### config.mk
export PLATFORM = sky130hd
export DESIGN_NAME = tcm_axi_burst_tracker_flat
export DESIGN_NICKNAME = d
export VERILOG_FILES = /design/src/rtl/tcm_axi_pkg.sv /design/src/rtl/tcm_axi_burst_tracker_if.sv /design/src/rtl/tcm_axi_addr_next.sv /design/src/rtl/tcm_axi_burst_tracker.sv /design/src/flat_wrapper.sv
export SDC_FILE = /design/constraint.sdc
export NUM_CORES = 1
export LEC_CHECK = 0
export BUFFER_PORTS_ARGS = -buffer_cell sky130_fd_sc_hd__buf_2
export CORE_MARGIN = 10
export CORE_UTILIZATION = 56
export DETAILED_ROUTE_END_ITERATION = 8
export PLACE_DENSITY = 0.87
export SLEW_MARGIN = 10
export SYNTH_ARGS = -nofsm -noshare
export SYNTH_HDL_FRONTEND = slang
export SYNTH_SLANG_ARGS = --single-unit
### constraint.sdc
create_clock -name clk_i -period 6 [get_ports clk_i]
set_input_delay 0.9 -clock clk_i [delete_from_list [all_inputs] [get_ports clk_i]]
set_output_delay 0.9 -clock clk_i [all_outputs]
set_load 0.005 [all_outputs]
### src/rtl/tcm_axi_pkg.sv
// Shared types and constants for the TCM AXI slave request/response trackers.
package tcm_axi_pkg;

  localparam int unsigned ADDR_W     = 32;
  localparam int unsigned AXI_ID_W   = 4;
  localparam int unsigned AXI_LEN_W  = 8;
  localparam int unsigned BEAT_BYTES = 4;

  typedef enum logic [1:0] {
    FIXED = 2'd0,
    INCR  = 2'd1,
    WRAP  = 2'd2
  } burst_t;

  typedef enum logic [1:0] {
    IDLE  = 2'd0,
    WRITE = 2'd1,
    READ  = 2'd2
  } state_t;

endpackage

### src/rtl/tcm_axi_burst_tracker_if.sv
// AXI4 AW/W/AR request-side handshake bundle seen by the TCM burst tracker.
interface tcm_axi_burst_tracker_if
  import tcm_axi_pkg::*;
#(
  parameter int unsigned ID_W  = AXI_ID_W,
  parameter int unsigned LEN_W = AXI_LEN_W
);

  logic              awvalid;
  logic [ADDR_W-1:0] awaddr;
  logic [ID_W-1:0]   awid;
  logic [LEN_W-1:0]  awlen;
  logic [1:0]        awburst;
  logic              awready;

  logic              wvalid;
  logic              wready;

  logic              arvalid;
  logic [ADDR_W-1:0] araddr;
  logic [ID_W-1:0]   arid;
  logic [LEN_W-1:0]  arlen;
  logic [1:0]        arburst;
  logic              arready;

  modport master (
    output awvalid, awaddr, awid, awlen, awburst,
    output wvalid,
    output arvalid, araddr, arid, arlen, arburst,
    input  awready, wready, arready
  );

  modport slave (
    input  awvalid, awaddr, awid, awlen, awburst,
    input  wvalid,
    input  arvalid, araddr, arid, arlen, arburst,
    output awready, wready, arready
  );

endinterface

### src/rtl/tcm_axi_addr_next.sv
// Next beat address for FIXED/INCR/WRAP bursts of 4-byte beats.
module tcm_axi_addr_next
  import tcm_axi_pkg::*;
#(
  parameter int unsigned LEN_W = AXI_LEN_W
) (
  input  logic [ADDR_W-1:0] addr_i,
  input  logic [LEN_W-1:0]  len_i,
  input  logic [1:0]        burst_i,
  output logic [ADDR_W-1:0] next_addr_c_o
);

  logic [ADDR_W-1:0] incr_addr;
  logic [ADDR_W-1:0] wrap_mask;
  logic              wrap_ok;

  // Illegal WRAP lengths and the reserved burst code fall back to INCR
  always_comb begin
    incr_addr = addr_i + ADDR_W'(BEAT_BYTES);
    wrap_mask = ((ADDR_W'(len_i) + ADDR_W'(1)) * ADDR_W'(BEAT_BYTES)) - ADDR_W'(1);
    wrap_ok   = (len_i == LEN_W'(1)) || (len_i == LEN_W'(3)) ||
                (len_i == LEN_W'(7)) || (len_i == LEN_W'(15));
    case (burst_i)
      FIXED:   next_addr_c_o = addr_i;
      WRAP:    next_addr_c_o = wrap_ok ? ((addr_i & ~wrap_mask) | (incr_addr & wrap_mask))
                                       : incr_addr;
      default: next_addr_c_o = incr_addr;
    endcase
  end

endmodule

### src/rtl/tcm_axi_burst_tracker.sv
// AXI4 slave request tracker for the single-port TCM: arbitrates AW/AR and
// walks one burst at a time, presenting per-beat address and direction.
module tcm_axi_burst_tracker
  import tcm_axi_pkg::*;
#(
  parameter int unsigned ID_W  = AXI_ID_W,
  parameter int unsigned LEN_W = AXI_LEN_W
) (
  input  logic                    clk_i,
  input  logic                    rst_i,
  tcm_axi_burst_tracker_if.slave  axi,
  input  logic                    mem_ready_i,
  output logic                    req_wr_q_o,
  output logic                    req_rd_q_o,
  output logic [ADDR_W-1:0]       req_addr_q_o,
  output logic [ID_W-1:0]         req_id_o,
  output logic                    req_last_o,
  output logic                    write_active_o
);

  state_t            state_q, state_d;
  logic [ADDR_W-1:0] addr_q, addr_d;
  logic [ID_W-1:0]   id_q, id_d;
  logic [LEN_W-1:0]  len_q, len_d;
  logic [1:0]        burst_q, burst_d;
  logic [LEN_W-1:0]  remaining_q, remaining_d;
  logic              last_q, last_d;
  logic              last_grant_wr_q, last_grant_wr_d;

  logic              idle;
  logic              write_active;
  logic              beat_fire;
  logic [ADDR_W-1:0] next_addr;

  tcm_axi_addr_next #(.LEN_W(LEN_W)) u_addr_next (
    .addr_i        (addr_q),
    .len_i         (len_q),
    .burst_i       (burst_q),
    .next_addr_c_o (next_addr)
  );

  always_ff @(posedge clk_i) begin
    if (rst_i) begin
      state_q         <= IDLE;
      addr_q          <= '0;
      id_q            <= '0;
      len_q           <= '0;
      burst_q         <= '0;
      remaining_q     <= '0;
      last_q          <= 1'b0;
      last_grant_wr_q <= 1'b0;
    end else begin
      state_q         <= state_d;
      addr_q          <= addr_d;
      id_q            <= id_d;
      len_q           <= len_d;
      burst_q         <= burst_d;
      remaining_q     <= remaining_d;
      last_q          <= last_d;
      last_grant_wr_q <= last_grant_wr_d;
    end
  end

  // Round-robin grant on a tie: write wins unless it was granted last
  assign idle         = (state_q == IDLE);
  assign write_active = idle & axi.awvalid & (~axi.arvalid | ~last_grant_wr_q);
  assign beat_fire    = ((state_q == WRITE) & axi.wvalid & mem_ready_i) |
                        ((state_q == READ) & mem_ready_i);

  always_comb begin
    state_d         = state_q;
    addr_d          = addr_q;
    id_d            = id_q;
    len_d           = len_q;
    burst_d         = burst_q;
    remaining_d     = remaining_q;
    last_d          = last_q;
    last_grant_wr_d = last_grant_wr_q;

    case (state_q)
      IDLE: begin
        if (write_active) begin
          state_d         = WRITE;
          addr_d          = axi.awaddr & ~ADDR_W'(BEAT_BYTES - 1);
          id_d            = axi.awid;
          len_d           = axi.awlen;
          burst_d         = axi.awburst;
          remaining_d     = axi.awlen;
          last_d          = (axi.awlen == '0);
          last_grant_wr_d = 1'b1;
        end else if (axi.arvalid) begin
          state_d         = READ;
          addr_d          = axi.araddr & ~ADDR_W'(BEAT_BYTES - 1);
          id_d            = axi.arid;
          len_d           = axi.arlen;
          burst_d         = axi.arburst;
          remaining_d     = axi.arlen;
          last_d          = (axi.arlen == '0);
          last_grant_wr_d = 1'b0;
        end
      end
      WRITE, READ: begin
        if (beat_fire) begin
          if (remaining_q == '0) begin
            state_d = IDLE;
            last_d  = 1'b0;
          end else begin
            remaining_d = remaining_q - LEN_W'(1);
            addr_d      = next_addr;
            last_d      = (remaining_q == LEN_W'(1));
          end
        end
      end
      default: state_d = IDLE;
    endcase
  end

  assign axi.awready    = write_active;
  assign axi.arready    = idle & axi.arvalid & ~write_active;
  assign axi.wready     = (state_q == WRITE) & mem_ready_i;
  assign write_active_o = write_active;
  assign req_wr_q_o     = (state_q == WRITE);
  assign req_rd_q_o     = (state_q == READ);
  assign req_addr_q_o   = addr_q;
  assign req_id_o       = id_q;
  assign req_last_o     = last_q;

endmodule

### src/flat_wrapper.sv
// flat-port wrapper written by rule: the top's interface ports become plain ports
module tcm_axi_burst_tracker_flat import tcm_axi_pkg::*;
#(
  parameter int unsigned ID_W  = AXI_ID_W,
  parameter int unsigned LEN_W = AXI_LEN_W
)
  (clk_i, rst_i, mem_ready_i, req_wr_q_o, req_rd_q_o, req_addr_q_o, req_id_o, req_last_o, write_active_o, axi_awvalid, axi_awaddr, axi_awid, axi_awlen, axi_awburst, axi_wvalid, axi_arvalid, axi_araddr, axi_arid, axi_arlen, axi_arburst, axi_awready, axi_wready, axi_arready);
  tcm_axi_burst_tracker_if #(.ID_W(ID_W), .LEN_W(LEN_W)) axi_i ();
  input  logic clk_i;
  input  logic rst_i;
  input  logic mem_ready_i;
  output logic req_wr_q_o;
  output logic req_rd_q_o;
  output logic [ADDR_W-1:0] req_addr_q_o;
  output logic [ID_W-1:0] req_id_o;
  output logic req_last_o;
  output logic write_active_o;
  input wire logic [$bits(axi_i.awvalid)-1:0] axi_awvalid;
  input wire logic [$bits(axi_i.awaddr)-1:0] axi_awaddr;
  input wire logic [$bits(axi_i.awid)-1:0] axi_awid;
  input wire logic [$bits(axi_i.awlen)-1:0] axi_awlen;
  input wire logic [$bits(axi_i.awburst)-1:0] axi_awburst;
  input wire logic [$bits(axi_i.wvalid)-1:0] axi_wvalid;
  input wire logic [$bits(axi_i.arvalid)-1:0] axi_arvalid;
  input wire logic [$bits(axi_i.araddr)-1:0] axi_araddr;
  input wire logic [$bits(axi_i.arid)-1:0] axi_arid;
  input wire logic [$bits(axi_i.arlen)-1:0] axi_arlen;
  input wire logic [$bits(axi_i.arburst)-1:0] axi_arburst;
  output wire logic [$bits(axi_i.awready)-1:0] axi_awready;
  output wire logic [$bits(axi_i.wready)-1:0] axi_wready;
  output wire logic [$bits(axi_i.arready)-1:0] axi_arready;
  assign axi_i.awvalid = axi_awvalid;
  assign axi_i.awaddr = axi_awaddr;
  assign axi_i.awid = axi_awid;
  assign axi_i.awlen = axi_awlen;
  assign axi_i.awburst = axi_awburst;
  assign axi_i.wvalid = axi_wvalid;
  assign axi_i.arvalid = axi_arvalid;
  assign axi_i.araddr = axi_araddr;
  assign axi_i.arid = axi_arid;
  assign axi_i.arlen = axi_arlen;
  assign axi_i.arburst = axi_arburst;
  assign axi_awready = axi_i.awready;
  assign axi_wready = axi_i.wready;
  assign axi_arready = axi_i.arready;
  tcm_axi_burst_tracker #(.ID_W(ID_W), .LEN_W(LEN_W)) u_core (.clk_i(clk_i), .rst_i(rst_i), .axi(axi_i), .mem_ready_i(mem_ready_i), .req_wr_q_o(req_wr_q_o), .req_rd_q_o(req_rd_q_o), .req_addr_q_o(req_addr_q_o), .req_id_o(req_id_o), .req_last_o(req_last_o), .write_active_o(write_active_o));
endmodule
## Yosys cells after proc, flatten, opt, wreduce, memory -nomap -nowiden

Index checks and enable logic that the tools add are counted.

| storage, ports and cells | value |
|---|---|
| register bits after elaboration | 58 |
| input port bits | 98 |
| output and inout bits | 43 |
| word-level logic and storage cells | 86 |

| cells by class | value |
|---|---|
| $add $sub $neg | 4 |
| equal/unequal tests | 13 |
| multiplexer cells | 28 |
| bitwise logic cells | 17 |
| reductions and logical operators | 16 |

Operators by type and width:

| kind | number |
|---|---|
| $mux 32 | 5 |
| $pmux 32 s2 | 2 |
| $and 32x32->32 | 2 |
| $add 32x3->32 const B | 1 |
| $mux 8 | 4 |
| $not 32->32 | 1 |
| $or 32x32->32 | 1 |
| $logic_not 8->1 | 3 |
| $eq 8x1->1 const B | 2 |
| $pmux 8 s2 | 1 |
| $mux 2 | 6 |
| $sub 11x1->12 const B | 1 |
| $add 8x1->9 const B | 1 |
| $and 1x1->1 | 8 |
| $eq 8x2->1 const B | 1 |
| $eq 8x3->1 const B | 1 |
| $eq 8x4->1 const B | 1 |
| $mux 4 | 2 |
| $sub 8x1->8 const B | 1 |
| $mux 1 | 6 |
| $reduce_and 3->1 | 2 |
| $reduce_and 5->1 | 1 |
| $eq 2x2->1 const B | 2 |
| $logic_not 2->1 | 2 |
| other kinds (13) | 21 |

## Depth between registers and ports, before layout

| depth | value |
|---|---|
| depth in word-level cells | 10 |
| gate-level depth with buffers | 11 |
| mapped depth without buffers | 9 |

## Hierarchy

Synthesis repeated with hierarchy kept, for this count alone.

| unflattened totals | value |
|---|---|
| cells, all modules | 504 |
| area, all modules | 4,256.6 µm² |

Modules (own cells, without submodules):

| module | times used | cells an instance | area an instance (µm²) |
|---|---|---|---|
| tcm_axi_burst_tracker | 1 | 348 | 3,168.0 |
| tcm_axi_addr_next | 1 | 156 | 1,088.5 |

## Worst setup path after synthesis

OpenSTA, ideal clock, no wires.

| timing | value |
|---|---|
| path kind | input to output |
| start point | input axi_awvalid |
| end point | output write_active_o |
| data arrival time | 2.067 ns |
| setup slack | 3.033 ns |
| stages on the path | 6 |
| path buffers | 3 |
| path through | and2_1 -> nand2_1 -> inv_2 -> buf_2 -> clkbuf_1 -> buf_4 |

| on the way | value |
|---|---|
| word-level cells in the longest chain between the ends | 2 |

Ends and longest elaborated chain:

| item | line | text |
|---|---|---|
| start: declaration | flat_wrapper.sv:18 | `input wire logic [$bits(axi_i.awvalid)-1:0] axi_awvalid;` |
| $and 1x1->1 (2 in series) | tcm_axi_burst_tracker.sv:66 | `assign write_active = idle & axi.awvalid & (~axi.arvalid \| ~last_grant_wr_q);` |
| end: declaration | flat_wrapper.sv:17 | `output logic write_active_o;` |

No other way between the ends.

## Worst setup path after layout

| timing | value |
|---|---|
| start point | register u_core.state_q[1] |
| end point | output axi_awready |

| on the way | value |
|---|---|
| word-level cells in the longest chain between the ends | 3 |

Ends and longest elaborated chain:

| item | line | text |
|---|---|---|
| start: declaration | tcm_axi_burst_tracker.sv:21 | `state_t state_q, state_d;` |
| start signal: assignment | tcm_axi_burst_tracker.sv:53 | `state_q <= state_d;` |
| $logic_not 2->1 | tcm_axi_burst_tracker.sv:65 | `assign idle = (state_q == IDLE);` |
| $and 1x1->1 (2 in series) | tcm_axi_burst_tracker.sv:66 |  |
| end: declaration | flat_wrapper.sv:29 | `output wire logic [$bits(axi_i.awready)-1:0] axi_awready;` |

No other way between the ends.

==> impl_metrics.tcl <==
set metrics [dict create \
    status "finished, final reports clean" \
    start_util 0.585 \
    use_met2 0.395 \
    slew_viol_final 0 \
    cts_resized 0 \
    grt.busiest_layer "met2" \
    synth_edf_count 0 \
    yosysTopAreaCellShare 0.260 \
    area_growth_pct 16.3 \
    cp-start-kind "flop" \
    critPathCaptureType "output pin" \
    critical_path.endpoint "axi_awready" \
    setup_tns_ns 0 \
    grt_use_met1 0.246 \
    cts_hold_buffers 0 \
    antenna_cells 0 \
    cts.sinks 56 \
    cts_max_path_buffers 2 \
    core_mm2 0.00737 \
    setup_ws_ns 1.87 \
    r2r_slack_ns 2.35 \
    die_h_um 108 \
    setup_violations 0 \
    dp_hpwl_um 10000 \
    syn_inst 573 \
    place.gp.congestion 0.861 \
    cts_root_buffer "clkbuf_8" \
    grt_pass1_wl_um 21900 \
    final_layout_size_suffix_gt1_frac 0.274 \
    crit_arrival_ns 3.23 \
    ys_warn_count 0 \
    hold_viol 0 \
    dp_slack_ns 1.89 \
    ant_nets 0 \
    routed-via-count 4854 \
    post_drt_wl_per_cell_um 17.5 \
    ir_worst_vdd_v 0.000319 \
    clk_latency_ns 0.32 \
    chipWidth_um 108 \
    ys_ff_latch 56 \
    max_freq_ghz 0.242 \
    synthArstFlopShare 0 \
    crit_start "u_core.state_q[1]$_SDFFE_PP0P_" \
    clk_pin_slew_ns 0.11 \
    rows 31 \
    critical_path_class "flop to output pin" \
    nets 786 \
    leakage_nw 2.12 \
    syn_area_per_cell_um2 7.52 \
    reg2reg_to "u_core.remaining_q[3]$_SDFFE_PP0P_" \
    mostFrequentLayoutCell "buf_2" \
    fin_crit_sh 0.688 \
    worst_ep_required_time_ns 5.10 \
    slew_headroom 0.223 \
    cp_max_fo 46 \
    dominantRegCellSynth "dfxtp_1" \
    timing.rr.start "u_core.state_q[1]$_SDFFE_PP0P_" \
    htreeDepth 2 \
    postCtsSetupRepairBufs 0 \
    dr.pass1.iters 5 \
    ys_types 74 \
    yosysSeqAreaShare 0.260 \
    cts_made_buffers 5 \
    ioPinCount 141 \
    rsz0062_at_grt "no" \
    skew_ns 0.0142 \
    final_cell_mix "buf_2 (134), nand2_1 (90), dfxtp_1 (56), nor2_1 (52), a21oi_1 (42)" \
    drv_cap 0 \
    grtUsageTotal 0.220 \
    avgViaCountPerCell 6.24 \
    final_util 0.680 \
    fillers 649 \
    synth.largest_area_cell "dfxtp_1" \
    holdCritPathClass "flop to flop" \
    grt_pass1_vias 4739 \
    drt_wl_total_um 13600 \
    drt_iter0_drc 320 \
    synth_area_leaders "dfxtp_1 (26%), nand2_1 (7.8%), a21oi_1 (4.9%)" \
    syn-cell-area_mm2 0.00431 \
    cts_tree "yes" \
    reg2reg_depth 9 \
    met3_usage 0.0539 \
    grt_max_degree 58 \
    port_buffers 134 \
    grt.overflow.total 0 \
    remaining_drc_errors 0 \
    worst_pin_slew_ns 1.16 \
    powerDensity_mw_per_mm2 508 \
    dieArea_mm2 0.0116 \
    period_needed_ns 4.13 \
    antenna_found_initial 0 \
]
-- cell usage after synthesis (6+ instances only) --
master     n
nand2_1   90
dfxtp_1   56
nor2_1    52
a21oi_1   42
a31oi_1   23
clkbuf_1  23
inv_1     22
o21ai_0   21
a211oi_1  15
nand2b_1  13
nand3_1   12
nor3_1    12
nor4_1    12
mux2i_1   11
and3_1    10
ha_1      10
o22ai_1   10
a311oi_1   9
o32ai_2    9
and2_1     8
buf_2      7
a41oi_1    6
and4_1     6
nand4_1    6
-- report_power, final --
part	total, W	internal [W]	switching (W)
logic	0.00170	0.000664	0.00103
clock network	0.000226	0.0000856	0.000140
registers	0.000626	0.000490	0.000136
-- sequential cells by signal, summed over array words and instances (netlist names) --
| register | count |
|---|---|
| u_core.burst_q | 2 |
| u_core.req_last_o | 1 |
| u_core.req_addr_q_o | 30 |
| u_core.last_grant_wr_q | 1 |
| u_core.len_q | 8 |
| u_core.req_id_o | 4 |
| u_core.remaining_q | 8 |
| u_core.state_q | 2 |
-- area by class of cell --
class                      count  area (um2)  area share
clock buffer                   5        68.8      0.0137
clock inverter                 3        25.0     0.00499
inverter                      24        90.1      0.0180
multi-input combinational    453        2880       0.575
sequential                    56        1120       0.224
tap                           99         124      0.0247
timing repair buffer         138         701       0.140
-- routing by layer --
| metal | share of wire | vias up |
|---|---|---|
| li1 | - | 2314 |
| met1 | 0.39 | 2278 |
| met2 | 0.50 | 236 |
| met3 | 0.085 | 26 |
| met4 | 0.020 | 0 |
| met5 | 0 | - |
-- kinds of logic (layout without fill, tap and decap cells) --
group / count (synthesis) / after routing / synth area share
AO/OA/AOI/OAI: 173 / 173 / 0.298
XOR/XNOR: 9 / 9 / 0.0183
adder cells (fa/ha/maj): 10 / 10 / 0.0290
buffers and inverters: 65 / 170 / 0.0734
flip-flops: 56 / 56 / 0.260
multiplexers: 16 / 16 / 0.0386
other: 1 / 2 / 0.000870
AND/OR/NAND/NOR: 243 / 243 / 0.282
-- worst max-delay path: stages, from the launching register on --
cell     delay, ns
dfxtp_1       0.37
inv_1         0.10
ha_2          0.25
and2_1        0.22
nand2_1       0.69
inv_2         1.00
buf_2         0.25
-- worst min-delay path by stage --
stage,start,end,depth (start not counted)
finish,u_core.req_addr_q_o[30]$_SDFFE_PP0P_,u_core.req_addr_q_o[30]$_SDFFE_PP0P_,2
global route,u_core.req_addr_q_o[30]$_SDFFE_PP0P_,u_core.req_addr_q_o[30]$_SDFFE_PP0P_,2
CTS,u_core.req_addr_q_o[30]$_SDFFE_PP0P_,u_core.req_addr_q_o[30]$_SDFFE_PP0P_,2
detailed placement,u_core.req_addr_q_o[30]$_SDFFE_PP0P_,u_core.req_addr_q_o[30]$_SDFFE_PP0P_,2
global placement,u_core.req_addr_q_o[30]$_SDFFE_PP0P_,u_core.req_addr_q_o[30]$_SDFFE_PP0P_,2
floorplan,u_core.remaining_q[7]$_SDFFE_PP0P_,u_core.remaining_q[7]$_SDFFE_PP0P_,2
-- per-stage QoR --
step	total power, W	instance area (um2)	hold slack [ns]	cells
detailed placement	0.00230	4920	0.476	770
global placement	0.00223	4920	0.464	770
floorplan	0.00195	4320	0.457	574
global route	0.00275	5010	0.515	778
CTS	0.00252	5010	0.492	778
finish	0.00255	5010	0.497	778
No activity file was read; power rests on OpenSTA's default activity.
